--- config.mk ---
export PLATFORM = sky130hd
export DESIGN_NAME = nx_stream_arbiter
export DESIGN_NICKNAME = d
export VERILOG_FILES = /design/src/rtl/nx_fifo.sv /design/src/rtl/nx_stream_arbiter.sv
export VERILOG_INCLUDE_DIRS = /design/src /design/src/rtl
export SDC_FILE = /design/constraint.sdc
export NUM_CORES = 1
export LEC_CHECK = 0
export ABC_AREA = 0
export CAP_MARGIN = 20
export CORE_MARGIN = 8
export CORE_UTILIZATION = 55
export DETAILED_ROUTE_END_ITERATION = 8
export GPL_TIMING_DRIVEN = 0
export PLACE_DENSITY = 0.9
export SKIP_LAST_GASP = 1
export SYNTH_ARGS = -nofsm -noshare
export SYNTH_HDL_FRONTEND = slang
export SYNTH_SLANG_ARGS = --single-unit
--- constraint.sdc ---
create_clock -name clk_i -period 2.9 [get_ports clk_i]
set_input_delay 0.58 -clock clk_i [delete_from_list [all_inputs] [get_ports clk_i]]
set_output_delay 0.58 -clock clk_i [all_outputs]
set_load 0.005 [all_outputs]
--- src/rtl/nx_common_pkg.sv ---
// nx_common: shared types for the mesh node inbound path.
//   nx_direction_t  - source direction tag (N/E/S/W), also the RR search order
//   NX_NUM_DIRS     - number of directional streams
//   nx_dir_add()    - modulo-4 step through the directions
// NX_RST_ASSERTED(r) gives every block the same reset polarity (active low).
`ifndef NX_COMMON_PKG_SV
`define NX_COMMON_PKG_SV
`define NX_RST_ASSERTED(r) (!(r))

package nx_common;

    typedef enum logic [1:0] {
        NORTH = 2'd0,
        EAST  = 2'd1,
        SOUTH = 2'd2,
        WEST  = 2'd3
    } nx_direction_t;

    localparam int NX_NUM_DIRS = 4;

    // Two-bit add wraps naturally, giving (d + step) mod 4.
    function automatic nx_direction_t nx_dir_add(nx_direction_t d, logic [1:0] step);
        return nx_direction_t'(2'(d + step));
    endfunction

endpackage

`endif

--- src/rtl/nx_fifo.sv ---
// nx_fifo: small inbound message FIFO, one per mesh direction.
//   clk_i, rst_i   clock, async active-low reset
//   push_i, data_i push request (taken only while ready_o=1) and message
//   pop_i          pop request (ignored while empty)
//   data_o         head message (valid whenever empty_o=0)
//   empty_o        combinational, so a message can be granted the edge after its push
//   ready_o        registered !full; held low in reset and rises on the first edge after
`include "nx_common_pkg.sv"
module nx_fifo #(
    parameter int WIDTH = 32,
    parameter int DEPTH = 2
) (
    input  logic             clk_i,
    input  logic             rst_i,
    input  logic             push_i,
    input  logic [WIDTH-1:0] data_i,
    input  logic             pop_i,
    output logic [WIDTH-1:0] data_o,
    output logic             empty_o,
    output logic             ready_o
);
    localparam int AW = $clog2(DEPTH);
    localparam int CW = AW + 1;

    logic [DEPTH-1:0][WIDTH-1:0] mem;
    logic [AW-1:0]               wr_ptr, rd_ptr;
    logic [CW-1:0]               count, count_nxt;
    logic                        do_push, do_pop;

    assign do_push   = push_i && ready_o;
    assign do_pop    = pop_i && !empty_o;
    assign count_nxt = count + CW'(do_push) - CW'(do_pop);
    assign empty_o   = (count == '0);
    assign data_o    = mem[rd_ptr];

    // Storage carries no reset; the count alone decides what is live.
    always_ff @(posedge clk_i) begin
        if (do_push) mem[wr_ptr] <= data_i;
    end

    // DEPTH is a power of two, so the pointers wrap without a compare.
    always_ff @(posedge clk_i or negedge rst_i) begin
        if (`NX_RST_ASSERTED(rst_i)) begin
            wr_ptr  <= '0;
            rd_ptr  <= '0;
            count   <= '0;
            ready_o <= 1'b0;
        end else begin
            if (do_push) wr_ptr <= wr_ptr + 1'b1;
            if (do_pop)  rd_ptr <= rd_ptr + 1'b1;
            count   <= count_nxt;
            ready_o <= (count_nxt != CW'(DEPTH));
        end
    end

endmodule

--- src/rtl/nx_stream_arbiter.sv ---
// nx_stream_arbiter: buffers the four neighbour streams and round-robins them
// into one registered stream tagged with its source direction.
//   <dir>_data_i/_valid_i/_ready_o  inbound streams (north, east, south, west)
//   arb_data_o/_dir_o/_valid_o      registered output, held while stalled
//   arb_ready_i                     downstream accept
//   idle_o                          all FIFOs and the output register empty
`include "nx_common_pkg.sv"
module nx_stream_arbiter
    import nx_common::*;
#(
    parameter int STREAM_WIDTH = 32,
    parameter int BUF_DEPTH    = 2
) (
    input  logic                    clk_i,
    input  logic                    rst_i,
    input  logic [STREAM_WIDTH-1:0] north_data_i,
    input  logic                    north_valid_i,
    output logic                    north_ready_o,
    input  logic [STREAM_WIDTH-1:0] east_data_i,
    input  logic                    east_valid_i,
    output logic                    east_ready_o,
    input  logic [STREAM_WIDTH-1:0] south_data_i,
    input  logic                    south_valid_i,
    output logic                    south_ready_o,
    input  logic [STREAM_WIDTH-1:0] west_data_i,
    input  logic                    west_valid_i,
    output logic                    west_ready_o,
    output logic [STREAM_WIDTH-1:0] arb_data_o,
    output nx_direction_t           arb_dir_o,
    output logic                    arb_valid_o,
    input  logic                    arb_ready_i,
    output logic                    idle_o
);
    logic [NX_NUM_DIRS-1:0][STREAM_WIDTH-1:0] in_data, fifo_data;
    logic [NX_NUM_DIRS-1:0]                   in_valid, in_ready, fifo_empty, pop;
    nx_direction_t                            rr_ptr, gnt;
    logic                                     gnt_vld, load;

    // Index order matches nx_direction_t: 0=N, 1=E, 2=S, 3=W.
    assign in_data  = {west_data_i, south_data_i, east_data_i, north_data_i};
    assign in_valid = {west_valid_i, south_valid_i, east_valid_i, north_valid_i};
    assign {west_ready_o, south_ready_o, east_ready_o, north_ready_o} = in_ready;

    for (genvar d = 0; d < NX_NUM_DIRS; d++) begin : g_fifo
        nx_fifo #(.WIDTH(STREAM_WIDTH), .DEPTH(BUF_DEPTH)) u_fifo (
            .clk_i  (clk_i),
            .rst_i  (rst_i),
            .push_i (in_valid[d]),
            .data_i (in_data[d]),
            .pop_i  (pop[d]),
            .data_o (fifo_data[d]),
            .empty_o(fifo_empty[d]),
            .ready_o(in_ready[d])
        );
    end

    // Search ptr+1 .. ptr+4; the last step revisits the previous winner so a
    // lone busy stream still gets every slot.
    always_comb begin
        gnt     = rr_ptr;
        gnt_vld = 1'b0;
        for (int i = 1; i <= NX_NUM_DIRS; i++) begin
            if (!gnt_vld && !fifo_empty[nx_dir_add(rr_ptr, 2'(i))]) begin
                gnt     = nx_dir_add(rr_ptr, 2'(i));
                gnt_vld = 1'b1;
            end
        end
    end

    assign load   = gnt_vld && (!arb_valid_o || arb_ready_i);
    assign pop    = load ? (NX_NUM_DIRS'(1) << gnt) : '0;
    assign idle_o = (&fifo_empty) && !arb_valid_o;

    always_ff @(posedge clk_i or negedge rst_i) begin
        if (`NX_RST_ASSERTED(rst_i)) begin
            rr_ptr      <= WEST;
            arb_valid_o <= 1'b0;
            arb_data_o  <= '0;
            arb_dir_o   <= NORTH;
        end else if (load) begin
            rr_ptr      <= gnt;
            arb_valid_o <= 1'b1;
            arb_data_o  <= fifo_data[gnt];
            arb_dir_o   <= gnt;
        end else if (arb_ready_i) begin
            arb_valid_o <= 1'b0;
        end
    end

endmodule

# Word level (Yosys, flattened, before mapping)
# Index checks and enable logic that the tools add are counted.
dict set report word_totals {
  regBits 313
  out_inout_bits 40
}
dict set report classes {
  add_sub_neg 19
  n_shift 1
  n_mux 41
  reduce_logical 34
  magnitude_cmp 17
  eq_ne 4
}
# operator n
set ops {}
lappend ops {{two-way mux 32 bit} 13}
lappend ops {{bitwise mux 64 bit} 4}
lappend ops {{demux 32 bit (select 1 bit)} 4}
lappend ops {{binary-select mux 32 bit (select 2 bit)} 1}
lappend ops {{logical AND 1 bit} 17}
lappend ops {{< comparator 1 x 2 -> 1 bit, second input constant} 8}
lappend ops {{< comparator 2 x 3 -> 1 bit, second input constant} 5}
lappend ops {{zero test 1 bit} 10}
lappend ops {{two-way mux 1 bit} 10}
lappend ops {{adder 1 bit, second input constant} 8}
lappend ops {{adder 2 x 1 -> 2 bit} 4}
lappend ops {{binary-select mux 1 bit (select 2 bit)} 4}
lappend ops {{zero test 2 bit} 4}
lappend ops {{two-way mux 2 bit} 4}
lappend ops {{!= test 2 bit, second input constant} 4}
lappend ops {{subtractor 2 x 1 -> 2 bit} 4}
lappend ops {{adder 2 bit, second input constant} 2}
lappend ops {{greater-or-equal comparator 1 bit, second input constant} 4}
lappend ops {{two-way mux 4 bit} 1}
lappend ops {{AND reduction 4 bit} 1}
lappend ops {{left shift 1 x 2 -> 4 bit, first input constant} 1}
lappend ops {{adder 2 x 1 -> 2 bit, second input constant} 1}
lappend ops {{nonzero test 2 bit} 1}
lappend ops {{logical OR 1 bit} 1}

# Depth between registers and ports, before layout
# Gate-level depths: netlist of the first run.
dict set report depth {
  word_depth 17
  mapped_depth 13
  mapped_depth_nobuf 10
}

# By module
# From an unflattened synthesis of the first run, not the netlist that was laid out.
dict set report hier_totals {
  cells_unflattened 697
  hier_area_um2 13041.3
}
# mod seq_area_each_um2 cells_each instances area_each_um2
set by_module_without_submodules {}
lappend by_module_without_submodules {nx_fifo 2047.0 120 4 2696.3}
lappend by_module_without_submodules {nx_stream_arbiter 928.4 217 1 2255.9}

# Worst setup path after synthesis of the first run
# No wires, ideal clock.
dict set report synth_timing {
  path_type {input -> register}
  startpoint {input port arb_ready_i}
  endpoint {register g_fifo[1].u_fifo.ready_o}
  setup_ps 123
  path_slack_ps 313
  cell_stages 11
  arrival_time_ps 2464
  path_cell_list {nand2b_1 a21boi_1 nand3_1 buf_2 nor3_2 ha_1 inv_1 ha_1 xnor2_1 xnor2_1 nand2b_1}
}
dict set report synth_via {
  elab_chain_len 6
}
# element line_no
set synth_lines {}
lappend synth_lines {{start, declared} nx_stream_arbiter.sv:31} ;# input logic arb_ready_i,
lappend synth_lines {{logical OR 1 bit} nx_stream_arbiter.sv:70} ;# assign load = gnt_vld && (!arb_valid_o || arb_ready_i);
lappend synth_lines {{logical AND 1 bit} nx_stream_arbiter.sv:70}
lappend synth_lines {{two-way mux 4 bit} nx_stream_arbiter.sv:71} ;# assign pop = load ? (NX_NUM_DIRS'(1) << gnt) : '0;
lappend synth_lines {{logical AND 1 bit} nx_fifo.sv:31} ;# assign do_pop = pop_i && !empty_o;
lappend synth_lines {{via g_fifo[1].u_fifo.do_pop} nx_fifo.sv:28} ;# logic do_push, do_pop;
lappend synth_lines {{subtractor 2 x 1 -> 2 bit} nx_fifo.sv:32} ;# assign count_nxt = count + CW'(do_push) - CW'(do_pop);
lappend synth_lines {{via g_fifo[1].u_fifo.count_nxt[1]} nx_fifo.sv:27} ;# logic [CW-1:0] count, count_nxt;
lappend synth_lines {{!= test 2 bit} nx_fifo.sv:52} ;# ready_o <= (count_nxt != CW'(DEPTH));
lappend synth_lines {{end signal, assigned} nx_fifo.sv:52}
lappend synth_lines {{end, declared} nx_fifo.sv:20} ;# output logic ready_o
# The timed path passes the listed nets, and every way through them passes these cells.
# A chain may end at the register's enable or synchronous reset.

# Final worst setup path of the first run
dict set report layout_timing {
  startpoint {register rr_ptr[1]}
  endpoint {register g_fifo[2].u_fifo.count[1]}
}
dict set report layout_via {
  elab_chain_len 16
  word_cells_on_any_way 32
  classes_between {4 x add/sub; 1 x shift; 17 x mux; 10 x reduce/logical}
}
# element line_no
set layout_lines {}
lappend layout_lines {{start, declared} nx_stream_arbiter.sv:36} ;# nx_direction_t rr_ptr, gnt;
lappend layout_lines {{start signal, assigned} nx_stream_arbiter.sv:81} ;# rr_ptr <= gnt;
lappend layout_lines {{adder 2 bit} nx_common_pkg.sv:23} ;# return nx_direction_t'(2'(d + step));
lappend layout_lines {{binary-select mux 1 bit (select 2 bit)} nx_stream_arbiter.sv:63} ;# if (!gnt_vld && !fifo_empty[nx_dir_add(rr_ptr, 2'(i))]) begin
lappend layout_lines {{two-way mux 1 bit (not written as such)} nx_stream_arbiter.sv:63}
lappend layout_lines {{zero test 1 bit} nx_stream_arbiter.sv:63}
lappend layout_lines {{logical AND 1 bit} nx_stream_arbiter.sv:63}
lappend layout_lines {{two-way mux 1 bit} nx_stream_arbiter.sv:63}
lappend layout_lines {{zero test 1 bit} nx_stream_arbiter.sv:63}
lappend layout_lines {{logical AND 1 bit} nx_stream_arbiter.sv:63}
lappend layout_lines {{(+2 left out)} n/a}
lappend layout_lines {{logical AND 1 bit} nx_stream_arbiter.sv:63}
lappend layout_lines {{two-way mux 2 bit or two-way mux 1 bit (tied branches)} nx_stream_arbiter.sv:63}
lappend layout_lines {{left shift 1 x 2 -> 4 bit or logical AND 1 bit (tied branches)} {nx_stream_arbiter.sv:71, nx_stream_arbiter.sv:70}}
lappend layout_lines {{two-way mux 4 bit *} nx_stream_arbiter.sv:71}
lappend layout_lines {{logical AND 1 bit *} nx_fifo.sv:31}
lappend layout_lines {{via g_fifo[2].u_fifo.do_pop} nx_fifo.sv:28}
lappend layout_lines {{subtractor 2 x 1 -> 2 bit *} nx_fifo.sv:32}
lappend layout_lines {{via g_fifo[2].u_fifo.count_nxt[1]} nx_fifo.sv:27}
lappend layout_lines {{end signal, assigned} nx_fifo.sv:51} ;# count <= count_nxt;
lappend layout_lines {{end, declared} nx_fifo.sv:27}
# Mark *: on every way through the listed nets, which the timed path passes. The rest lies on a longest branch. The select of a mux whose other input is x is not followed.

==> results of run 1 <==
[synthesized netlist by cell type (3+ instances only)]
library cell,n,area share
a21oi_1,21,0.0082
ha_1,8,0.0079
a211oi_1,9,0.0053
edfxtp_1,256,0.60
mux2_1,10,0.0088
a31oi_1,6,0.0029
nor3_2,3,0.0024
inv_1,13,0.0038
buf_4,5,0.0029
a2111oi_2,3,0.0035
clkbuf_1,24,0.0071
dfrtp_1,55,0.11
mux2i_1,128,0.10
xnor2_1,12,0.0082
o31ai_1,20,0.012
nor2_1,11,0.0032
o21ai_0,41,0.016
nand4_1,19,0.0093
xor2_1,4,0.0027
and3_1,5,0.0025
nor4_1,8,0.0039
a221o_1,13,0.010
buf_6,3,0.0026
nand2b_1,5,0.0025
o22ai_1,19,0.0093
mux2_2,22,0.019
nand2_1,6,0.0018
buf_2,16,0.0063
[timing repair]
action                                  CTS  global route
hold buffers                              0             0
setup buffers                             0            11
pin swaps                                 0             6
gates resized for setup                   9            20
endpoints found under the setup margin    9             9
[report_power, final]
part	internal, mW	switching (mW)	leakage (nW)	total (mW)
Clock	2.15	1.59	0.462	3.74
Combinational	3.18	4.12	2.46	7.30
Sequential	6.21	0.585	3.03	6.79
[layout make-up]
type	count	area share
Sequential cell	313	0.564
Buffer	52	0.0187
Inverter	13	0.00302
Tap cell	285	0.0221
Timing Repair Buffer	190	0.120
Antenna cell	4	0.000619
Clock inverter	4	0.00139
Multi-Input combinational cell	397	0.213
Clock buffer	52	0.0573
[per-layer routing]
layer	up-vias	share of wire
met4	12	0.033
met1	3951	0.39
li1	3507	-
met5	-	0.0023
met2	469	0.48
met3	96	0.094
[through the flow]
| stage | util | instance area (um2) | power [mW] | setup WS, ns | setup TNS, ns |
|---|---|---|---|---|---|
| final | 0.712 | 16200 | 17.8 | 0.0466 | 0 |
| after detailed placement | 0.660 | 15000 | 13.6 | -0.793 | -3.94 |
| after global placement | 0.654 | 14800 | 13.3 | -0.872 | -144.58 |
| after global routing | 0.712 | 16200 | 18.6 | -0.123 | -0.295 |
| after CTS | 0.704 | 16000 | 17.4 | 0.0144 | 0 |
| after floorplan | - | 12700 | 11.0 | 0.313 | 0 |
[kinds of logic (layout without fill, tap and decap cells)]
group	Yosys count	in the layout
AOI/OAI and AO/OA	142	142
xor gates and xnor gates	16	16
adders and majority gates	8	8
buffers and inverters	65	311
DFF	313	313
muxes	160	160
other	0	4
and+or+nand+nor	71	71
[critical path, cell delays in order, from the launching register on]
cell     delay [ns]
dfstp_2        0.36
buf_4          0.18
or4_1          0.55
buf_2          0.22
nand3_4        0.15
buf_4          0.25
nor3_4         0.08
ha_1           0.29
inv_1          0.04
ha_1           0.18
xnor2_1        0.19
xnor2_1        0.17
buf_4          0.14
[state kept, by name, indices dropped and copies added (netlist names)]
register               count
g_fifo.u_fifo.mem        256
arb_data_o                32
g_fifo.u_fifo.count        8
g_fifo.u_fifo.rd_ptr       4
g_fifo.u_fifo.ready_o      4
g_fifo.u_fifo.wr_ptr       4
arb_dir_o                  2
rr_ptr                     2
arb_valid_o                1
[how the worst max path moves through the flow]
stage                                         start                        end  slack, ns  cells past startpoint
after global placement                 west_valid_i   g_fifo[3].u_fifo.mem[15]      -0.87                      3
after detailed placement                arb_ready_i   g_fifo[1].u_fifo.ready_o      -0.79                     12
after global routing      g_fifo[1].u_fifo.count[0]   g_fifo[2].u_fifo.ready_o      -0.12                     11
final                                     rr_ptr[1]  g_fifo[2].u_fifo.count[1]       0.05                     12
after CTS                 g_fifo[0].u_fifo.count[1]   g_fifo[2].u_fifo.ready_o       0.01                     12
after floorplan                         arb_ready_i   g_fifo[1].u_fifo.ready_o       0.31                     11
==> results.ini, run 1 <==
[status]
outcome = completed

[pwr]
power_density_mw_per_mm2 = 1100
leakagePower_nw = 5.95
ir_worst_vdd_mv = 0.727

[clocking]
clock_sinks = 313
cts_tree = yes
clkSlewWorstSetupHoldPaths_ns = 0.06
cts_buffer_depth = 3
cts_buffers = 30
clock_latency_ns = 0.55
cts_max_level = 1
cts_root_buf = clkbuf_16

[sta]
finalHoldViolCount = 0
worst_pin_slew_ns = 0.866
fin_crit_ns = 2.85
slew_headroom = 0.408
setup_viol = 0
fin_crit_sh = 0.984
skew_ns = 0.0234
report.final.slew_viol_count = 0
fmaxAchievable_ghz = 0.350
rsz0062_at_grt = true
hold-worst-slack_ns = 0.143

[setup_path]
rr_endpoint = g_fifo[2].u_fifo.count[1]
end_kind = flop
cp.required_ns = 3.40
r2r_cells = 12
timing.rr.start = rr_ptr[1]
start_kind = flop
criticalPathCategory = flop to flop
r2r_slack_ns = 0.05
critPathArrivalTime_ns = 3.35
critPathMaxFanout = 10

[route]
routed_wl_um = 32800
routedWlPerCell_um = 25.0
drc_errors = 0
dr.first_iter.drc_count = 1014
first_pass_iters = 6
viasPerCell = 6.13
num_vias = 8035
ant_nets = 0

[synth]
synth-seq-area-share = 0.715
post_synth_and_or_nand_nor_area_fraction = 0.0364
async_reset_ff_frac = 0.182
synth_fa_ha_area_frac = 0.00785
synthFlopType = edfxtp_1
synth_compound_area_frac = 0.0747
avgSynthCellArea_um2 = 16.4
yosysUniqueCellTypes = 51
synth_top_family_by_area = multiplexers
syn_area_mm2 = 0.0127
ys_seq_elements = 313
synth_mux_area_frac = 0.129
syn-num-nets = 918
synth_edf_count = 256
ys.warnings.count = 0
synth_xor_area_frac = 0.0110
syn_inst = 775

[floorplan]
pin_count = 175
dieArea_mm2 = 0.0283
die-height_um = 168
start_util = 0.561
fp.coreArea_mm2 = 0.0227
chipWidth_um = 168
rows = 55

[layout]
regArea_mm2 = 0.00912
multi_input_area_mm2 = 0.00343
fin_cells = 1310
drive_gt1_frac = 0.140
layout_commonest_cell = edfxtp_1
fillerInstances = 1344
area_growth_pct = 26.8
nets = 1140
final_cell_mix = edfxtp_1, clkdlybuf4s50_1, mux2i_1

[global_routing]
grt_use_met2 = 0.360
gr-usage-met3 = 0.0610
track_usage = 0.221
grt_pass1_wl_um = 47800
grt.busiest_layer = met2
grt_pass1_vias = 8041
gr-usage-met1 = 0.284
antenna_found_initial = 10
grt_start_max_net_pins = 34
grt_overflow_total = 0

[worst_hold_path]
min_path_type = input pin to asynchronous set/reset pin

[place]
routabilityCongestion = 0.841
place_hpwl_um = 22600
dpl.cell_count = 1239
portBuffers = 174

[flow_run]
max_cap_viol_count = 0

(Power assumes the default switching activity.)
==> inputs of run 2 (changes only) <==
==> constraint.sdc (replaced) <==
create_clock -name clk_i -period 3.15 [get_ports clk_i]
set_input_delay 0.63 -clock clk_i [delete_from_list [all_inputs] [get_ports clk_i]]
set_output_delay 0.63 -clock clk_i [all_outputs]
set_load 0.005 [all_outputs]
==> results.ini, run 2 (synthesis results as in run 1) <==
[setup_path]
cp.required_ns = 2.52
end_kind = output port
r2r_cells = 12
critPathMaxFanout = 5
endpoint = idle_o
start_kind = flop
r2r_slack_ns = 0.16
rr_endpoint = g_fifo[2].u_fifo.ready_o
worstSetupStartpoint = g_fifo[3].u_fifo.count[1]
timing.rr.start = g_fifo[1].u_fifo.count[1]
criticalPathCategory = flop to output port
critPathArrivalTime_ns = 2.45

[clocking]
cts_root_buf = clkbuf_16
cts_max_level = 1
clock_sinks = 313
clkSlewWorstSetupHoldPaths_ns = 0.06
cts_tree = yes
clock_latency_ns = 0.54
cts_hold_buf = 0
cts_buffers = 30
cts_buffer_depth = 3

[global_routing]
grt_overflow_total = 0
antenna_found_initial = 11
grt_pass1_vias = 8000
track_usage = 0.219
grt_pass1_wl_um = 47300
grt_start_max_net_pins = 34

[place]
portBuffers = 174
place_hpwl_um = 22600
dpl.cell_count = 1239
dp_slack_ns = -0.593
routabilityCongestion = 0.841

[route]
first_pass_iters = 5
dr.max_layer_used = met5
dr.first_iter.drc_count = 862
met1_length_um = 13000
routedWlPerCell_um = 24.4
wl_met3_um = 2600
routed_wl_um = 31700
viasPerCell = 6.04
wl_met2_um = 14900
ant_nets = 0
drc_errors = 0
num_vias = 7857

[sta]
finalHoldViolCount = 0
rsz0062_at_grt = false
fin_crit_ns = 3.08
slew_headroom = 0.388
worst_pin_slew_ns = 0.895
report.final.slew_viol_count = 0
skew_ns = 0.0120
hold-worst-slack_ns = 0.199
setup_tns_ns = 0
fin_crit_sh = 0.977
fmaxAchievable_ghz = 0.325
worst_slack_ns = 0.0714
setup_viol = 0

[floorplan]
dieArea_mm2 = 0.0283
chipWidth_um = 168
start_util = 0.561
die-height_um = 168
pin_count = 175
fp.coreArea_mm2 = 0.0227
rows = 55

[layout]
largest_register_ffs = 256
nets = 1129
area_growth_pct = 25.4
reg.largest.list = g_fifo.u_fifo.mem (256), arb_data_o (32), g_fifo.u_fifo.count (8)
fin_cells = 1300
fillerInstances = 1378
layout_commonest_cell = edfxtp_1
largest_register = g_fifo.u_fifo.mem
final_cell_mix = edfxtp_1, clkdlybuf4s50_1, mux2i_1
drive_gt1_frac = 0.122

[status]
outcome = completed

[pwr]
total_power_mw = 16.0
power_density_mw_per_mm2 = 1000
leakagePower_nw = 5.84
ir_worst_vdd_mv = 0.649

[flow_run]
max_cap_viol_count = 0

[worst_hold_path]
min_path_type = input pin to asynchronous set/reset pin

==> run 2: area by class of cell <==
type | count | area, um2 | share of cell area
Buffer | 52 | 284 | 0.0178
Timing Repair Buffer | 179 | 1850 | 0.116
Multi-Input combinational cell | 397 | 3360 | 0.210
Clock buffer | 52 | 926 | 0.0579
Tap cell | 285 | 357 | 0.0223
Sequential cell | 313 | 9120 | 0.570
Inverter | 13 | 48.8 | 0.00305
Antenna cell | 5 | 12.5 | 0.000783
Clock inverter | 4 | 22.5 | 0.00141
==> run 2: per-layer routing <==
metal | vias up | track usage
met4 | 12 | 0.0722
met2 | 378 | 0.356
met5 | - | 0
met3 | 79 | 0.0610
met1 | 3895 | 0.281
li1 | 3493 | -
==> run 2: through the flow <==
stage                     area, um2   util
after floorplan               12700      -
after CTS                     15900  0.702
after detailed placement      15000  0.660
after global placement        14800  0.654
after global routing          16000  0.704
final                         16000  0.704
==> run 2: how the worst min path moves through the flow <==
| stage | depth (start not counted) | start | end | slack [ns] |
|---|---|---|---|---|
| 2_1_floorplan | 0 | rst_i | arb_data_o[0] | 0.33 |
| 3_3_place_gp | 1 | g_fifo[2].u_fifo.wr_ptr | g_fifo[2].u_fifo.wr_ptr | 0.48 |
| 3_5_place_dp | 2 | arb_dir_o[1] | arb_dir_o[1] | 0.50 |
| 4_1_cts | 1 | rst_i | g_fifo[2].u_fifo.wr_ptr | 0.21 |
| 5_1_grt | 1 | rst_i | g_fifo[2].u_fifo.rd_ptr | 0.24 |
| 6_report | 1 | rst_i | g_fifo[2].u_fifo.rd_ptr | 0.20 |
==> run 2: what timing repair did <==
item	in CTS	in global routing
gates resized for setup	1	3
gates cloned	0	0
setup buffers	0	0
endpoints found under the setup margin	2	5
==> run 2: report_power, final <==
part | switching (mW) | internal (mW) | leakage, nW
sequential | 0.501 | 5.71 | 3.03
clock | 1.45 | 1.98 | 0.462
combinational | 3.64 | 2.77 | 2.35
==> run 2: critical path: stages, from the launching register on <==
cell and delay [ns]:
dfrtp_1 0.45, or4_4 0.60, nor3_1 0.28, clkdlybuf4s50_1 0.57
